### src/rtl/mem_access_stage.sv
// mem_access_stage: MEM-stage data access over a ready-handshake bus, with timeout and load formatting.
// Optional MISALIGN_TRAP_EN adds MisalignM and traps misaligned half/word accesses without a bus request.
module mem_access_stage #(
    parameter int WIDTH   = 32,
    parameter int TIMEOUT = 16
) (
    input  logic             CLK,
    input  logic             RST_N,
    input  logic             MemWriteM,
    input  logic [1:0]       ResultSrcM,
    input  logic [2:0]       Funct3M,
    input  logic [WIDTH-1:0] AluResultM,
    input  logic [WIDTH-1:0] WriteDataM,
    output logic             MemReq,
    output logic             MemWe,
    output logic [WIDTH-1:0] MemAddr,
    output logic [WIDTH-1:0] MemWData,
    output logic [3:0]       MemBe,
    input  logic [WIDTH-1:0] MemRData,
    input  logic             MemReady,
    output logic [WIDTH-1:0] ReadDataM,
    output logic             StallM,
`ifdef MISALIGN_TRAP_EN
    output logic             MisalignM,
`endif
    output logic             BusErrM
);
    localparam int CW = $clog2(TIMEOUT) + 1;
    typedef enum logic [1:0] {IDLE, BUSY, DONE} state_t;
    state_t           state_q, state_d;
    logic [CW-1:0]    cnt_q, cnt_d;
    logic [WIDTH-1:0] addr_q, addr_d, wdata_q, wdata_d, rd_q, rd_d, fmt;
    logic [3:0]       be_q, be_d;
    logic [2:0]       f3_q, f3_d;
    logic             we_q, we_d, err_q, err_d, acc;
    logic [7:0]       b;
    logic [15:0]      h;
`ifdef MISALIGN_TRAP_EN
    logic             mis_q, mis_d, mis;
`endif
    always_comb begin
        acc = MemWriteM | (ResultSrcM == 2'b01);
        b = 8'(MemRData >> {addr_q[1:0], 3'b000});
        h = 16'(MemRData >> {addr_q[1], 4'b0000});
        fmt = f3_q == 3'b000 ? {{(WIDTH-8){b[7]}}, b} :
              f3_q == 3'b001 ? {{(WIDTH-16){h[15]}}, h} :
              f3_q == 3'b100 ? {{(WIDTH-8){1'b0}}, b} :
              f3_q == 3'b101 ? {{(WIDTH-16){1'b0}}, h} : MemRData;
        state_d = state_q;
        cnt_d   = cnt_q;
        addr_d  = addr_q;
        wdata_d = wdata_q;
        be_d    = be_q;
        we_d    = we_q;
        f3_d    = f3_q;
        rd_d    = rd_q;
        err_d   = 1'b0;
`ifdef MISALIGN_TRAP_EN
        mis_d = 1'b0;
        mis   = (Funct3M[1:0] == 2'b01 && AluResultM[0]) || (Funct3M == 3'b010 && AluResultM[1:0] != 2'b00);
`endif
        case (state_q)
            IDLE: if (acc) begin
                addr_d  = AluResultM;
                we_d    = MemWriteM;
                f3_d    = Funct3M;
                cnt_d   = '0;
                wdata_d = Funct3M == 3'b000 ? {(WIDTH/8){WriteDataM[7:0]}} :
                          Funct3M == 3'b001 ? {(WIDTH/16){WriteDataM[15:0]}} : WriteDataM;
                be_d    = !MemWriteM ? 4'b1111 :
                          Funct3M == 3'b000 ? 4'b0001 << AluResultM[1:0] :
                          Funct3M == 3'b001 ? (AluResultM[1] ? 4'b1100 : 4'b0011) : 4'b1111;
                state_d = BUSY;
`ifdef MISALIGN_TRAP_EN
                if (mis) begin
                    state_d = DONE;
                    rd_d    = '0;
                    mis_d   = 1'b1;
                end
`endif
            end
            BUSY: begin
                cnt_d = cnt_q + 1'b1;
                // ready on the final allowed cycle still completes normally
                if (MemReady) begin
                    rd_d    = fmt;
                    state_d = DONE;
                end else if (cnt_q == CW'(TIMEOUT - 1)) begin
                    rd_d    = '0;
                    err_d   = 1'b1;
                    state_d = DONE;
                end
            end
            default: state_d = IDLE;
        endcase
    end
    always_ff @(posedge CLK) begin
        if (!RST_N) begin
            state_q <= IDLE;
            cnt_q   <= '0;
            addr_q  <= '0;
            wdata_q <= '0;
            be_q    <= '0;
            we_q    <= 1'b0;
            f3_q    <= '0;
            rd_q    <= '0;
            err_q   <= 1'b0;
`ifdef MISALIGN_TRAP_EN
            mis_q   <= 1'b0;
`endif
        end else begin
            state_q <= state_d;
            cnt_q   <= cnt_d;
            addr_q  <= addr_d;
            wdata_q <= wdata_d;
            be_q    <= be_d;
            we_q    <= we_d;
            f3_q    <= f3_d;
            rd_q    <= rd_d;
            err_q   <= err_d;
`ifdef MISALIGN_TRAP_EN
            mis_q   <= mis_d;
`endif
        end
    end
    assign MemReq    = state_q == BUSY;
    assign MemWe     = we_q;
    assign MemAddr   = {addr_q[WIDTH-1:2], 2'b00};
    assign MemWData  = wdata_q;
    assign MemBe     = be_q;
    assign ReadDataM = rd_q;
    assign BusErrM   = err_q;
    assign StallM    = (state_q == IDLE && acc) || state_q == BUSY;
`ifdef MISALIGN_TRAP_EN
    assign MisalignM = mis_q;
`endif
endmodule

### config.mk
export PLATFORM = sky130hd
export DESIGN_NAME = mem_access_stage
export DESIGN_NICKNAME = d
export VERILOG_FILES = /design/src/rtl/mem_access_stage.sv
export SDC_FILE = /design/constraint.sdc
export NUM_CORES = 1
export LEC_CHECK = 0
export CAP_MARGIN = 15
export CORE_MARGIN = 1
export CORE_UTILIZATION = 47
export CTS_CLUSTER_DIAMETER = 60
export DETAILED_ROUTE_END_ITERATION = 7
export PLACE_DENSITY_LB_ADDON = 0.15
export SLEW_MARGIN = 20
export SYNTH_ARGS = -nofsm -noshare
export SYNTH_HDL_FRONTEND = slang
export SYNTH_SLANG_ARGS = --single-unit
### constraint.sdc
create_clock -name CLK -period 4.5 [get_ports CLK]
set_clock_uncertainty 0.1 [all_clocks]
set_input_delay 0.45 -clock CLK [delete_from_list [all_inputs] [get_ports CLK]]
set_output_delay 0.45 -clock CLK [all_outputs]
set_load 0.005 [all_outputs]
==> summary.txt <==
Timing
  • Tcrit/Tclk final: 0.5902
  • Crit path time final: around 2.7 ns
  • Slew margin rel.: 0.2831
  • RSZ-0062 raised after global routing: no
  • # setup viols final: 0
  • Final Max Slew Viols: 0
  • Fmax: about 0.38 GHz
  • Final hold vios: 0
  • Worst setup margin: approximately 1.8 ns
  • Tightest Pin Transition: around 1.1 ns
  • Fin Setup TNS: 0 ns

Power
  • Pwr dens: 335.1 nW/um^2
  • Static Leak: ~3.0 nW
  • Tot Pwr: between 2 and 3 mW
  • Max rail drop VDD: ~260 uV

Place
  • Pre-CTS setup slack: roughly 1.5 ns
  • GPL Wtd Cong: ~0.85
  • Placed cells: about 910
  • Hpwl dp: 10210 um
  • Port bufs: 206

Clock network
  • CTS buffer count: 9
  • Postcts setup bufs: 0
  • Clk slew on worst S/H paths: 0.07 ns
  • Root Buffer: clkbuf_16
  • # clock sinks: between 100 and 150
  • Max Buffers Root-to-Sink: 2
  • Post-CTS Hold Buffers: 0
  • TritonCTS clock tree: done
  • CTS resizes: 0
  • Worst-Skew Late Latency: 0.36 ns
  • CTS H-Tree Depth: 3

Logic synthesis
  • Main flop type after synthesis: dfxtp_1
  • Post-synth EDFFs: 0
  • Post-synthesis area per instance: 8.356 um^2
  • Post-synth cell types: 45
  • Synthesized area: 5323 um^2
  • Synth Register Bits: 112
  • Sequential share of the synthesized area: 0.4213
  • Yosys warning count: 0
  • Syn Inst Count: approximately 640
  • Post-synth ARST share: 0

Run
  • Max-Cap Viols: 0

Global route
  • Total global-route track usage: 0.2473
  • First-pass GRT wire length: 22490 um
  • Congestion Overflow GR: 0
  • Vias in the first global route: ~4700
  • Pin count of the biggest net entering global routing: 73
  • Initial antenna violation count: 0

Worst setup path
  • Critical path's top delay family: buffers and inverters
  • Critical setup path kind: primary input to primary output
  • Worst path arrival time: roughly 2.1 ns
  • CP max stage cell: clkdlybuf4s50_1
  • CP max FO: 6
  • Critical path startpoint category: primary input
  • Crit path top cell by count: clkdlybuf4s50_1
  • Buffers plus inverters on the worst setup path: 2
  • Crit path cell chain: clkdlybuf4s50_1, nor2b_1, o31a_1, clkdlybuf4s50_1
  • CP max stage delay: between 0.5 and 0.6 ns
  • CP required: approximately 4.0 ns
  • Critical Path Sink Type: primary output

Floorplanning
  • Die width: 108.4 um
  • Die ar.: approximately 12000 um^2
  • # IOs: 209
  • Cell row count: 38
  • Die Ht: between 100 and 150 um
  • Initial Util: 0.4867
  • Core ar.: 10940 um^2

Routing
  • Vias: just under 5000
  • Drc violations: 0
  • Via-per-instance ratio: between 5 and 6
  • Router iterations before antenna repair: 7
  • Total Routed Length: ~14000 um
  • ANT nets after route: 0
  • Post-detailed-route wirelength per cell: between 15 and 20 um
  • Initial drt markers: between 200 and 300

Final layout
  • # nets final: slightly below 900
  • Final cell count without fillers: slightly above 900
  • # diodes: 0
  • Fraction of layout cells with a size suffix above 1: 0.03949
  • Area grow syn2layout: 40.24%

Worst hold path
  • HP Class: primary input to flip-flop

Outcome
  • Status: complete, no violations
cell usage after synthesis (13+ instances only):
| cell type | instances | area share |
|---|---|---|
| nand2_1 | 162 | 0.11 |
| dfxtp_1 | 112 | 0.42 |
| a21boi_0 | 54 | 0.076 |
| buf_4 | 37 | 0.052 |
| nor2_1 | 28 | 0.020 |
| o211ai_1 | 24 | 0.034 |
| o211a_1 | 21 | 0.039 |
| buf_2 | 20 | 0.019 |
| clkbuf_1 | 19 | 0.013 |
| a21oi_1 | 18 | 0.017 |
| mux2i_1 | 18 | 0.034 |
| o21ai_0 | 18 | 0.017 |
| inv_1 | 13 | 0.0092 |
worst reg2reg max path, stage by stage, from the launching register on:
cell,delay [ns]
dfxtp_1,0.88
mux2i_1,0.34
nor3b_1,0.09
o21ai_1,0.80
o211ai_1,0.24
layout make-up:
type                            count  area (um^2)
Sequential cell                   112         2243
Clock buffer                       13        280.3
Clock inverter                      3        47.55
Inverter                           13        48.80
Timing Repair Buffer              211         2095
Multi-Input combinational cell    433         2575
Fill cell                         883         3471
Tap cell                          140        175.2
path summary, 6_finish.rpt:
check / start / end / slack, ns / cells after the start
worst max-delay path: ResultSrcM[0] / StallM / 1.84 / 4
worst min-delay path: RST_N / cnt_q[0]$_SDFFE_PN0P_ / 0.32 / 2
worst max register to register: addr_q[1]$_SDFFE_PN0P_ / ReadDataM[21]$_SDFFE_PN0P_ / 1.89 / 4
worst min register to register: ReadDataM[31]$_SDFFE_PN0P_ / ReadDataM[31]$_SDFFE_PN0P_ / 0.35 / 1
sequential cells by signal, indices dropped and copies added (netlist names):
signal and cells:
f3_q 3, addr_q 32, BusErrM 1, MemWData 32, MemWe 1, MemBe 4
ReadDataM 32, state_q 2, cnt_q 5
stage by stage:
step / hold WS, ns / util / cell area (um^2)
detailed placement: 0.3400 / 0.6519 / 7129
CTS: 0.3061 / 0.6819 / 7457
floorplan: 0.3236 / - / 5326
global placement: 0.3374 / 0.6519 / 7129
finish: 0.3175 / 0.6826 / 7465
global route: 0.3175 / 0.6826 / 7465
placed cells by master, fill, tap and decap left out, drive strengths merged, types with 4 or more instances in the layout:
cell / count
a21boi: 55
a21oi: 18
a22o: 8
a22oi: 8
a32o: 7
buf: 6
clkbuf: 13
clkdlybuf4s50: 205
dfxtp: 112
inv: 13
mux2i: 18
nand2: 163
nand2b: 7
nand3: 12
nor2: 30
nor2b: 6
o2111ai: 4
o211a: 21
o211ai: 24
o21ai: 20
o32ai: 7
routing by layer:
metal  global-route usage  share of wire  up-vias
met5                    0              0        -
met4               0.1042          0.026        0
met3              0.08137          0.084       30
met2               0.3874           0.45      205
met1               0.3105           0.44     2260
li1                     -              -     2450
report_power, final:
part	total (mW)	switching [mW]	internal, mW	leakage, nW
clock	0.857	0.362	0.495	0.162
sequential	1.12	0.0554	1.07	0.920
combinational	0.521	0.225	0.295	1.91
kinds of logic after synthesis:
kind of cell / count (synthesis) / share of synthesized area
other: 1 / 0.0007045
adder cells (fa/ha/maj): 2 / 0.004701
buffers and inverters: 93 / 0.09920
AND/OR/NAND/NOR: 229 / 0.1803
AO/OA/AOI/OAI: 181 / 0.2558
multiplexers: 19 / 0.03808
flip-flops: 112 / 0.4213
Power figures use the tool's default switching activity.
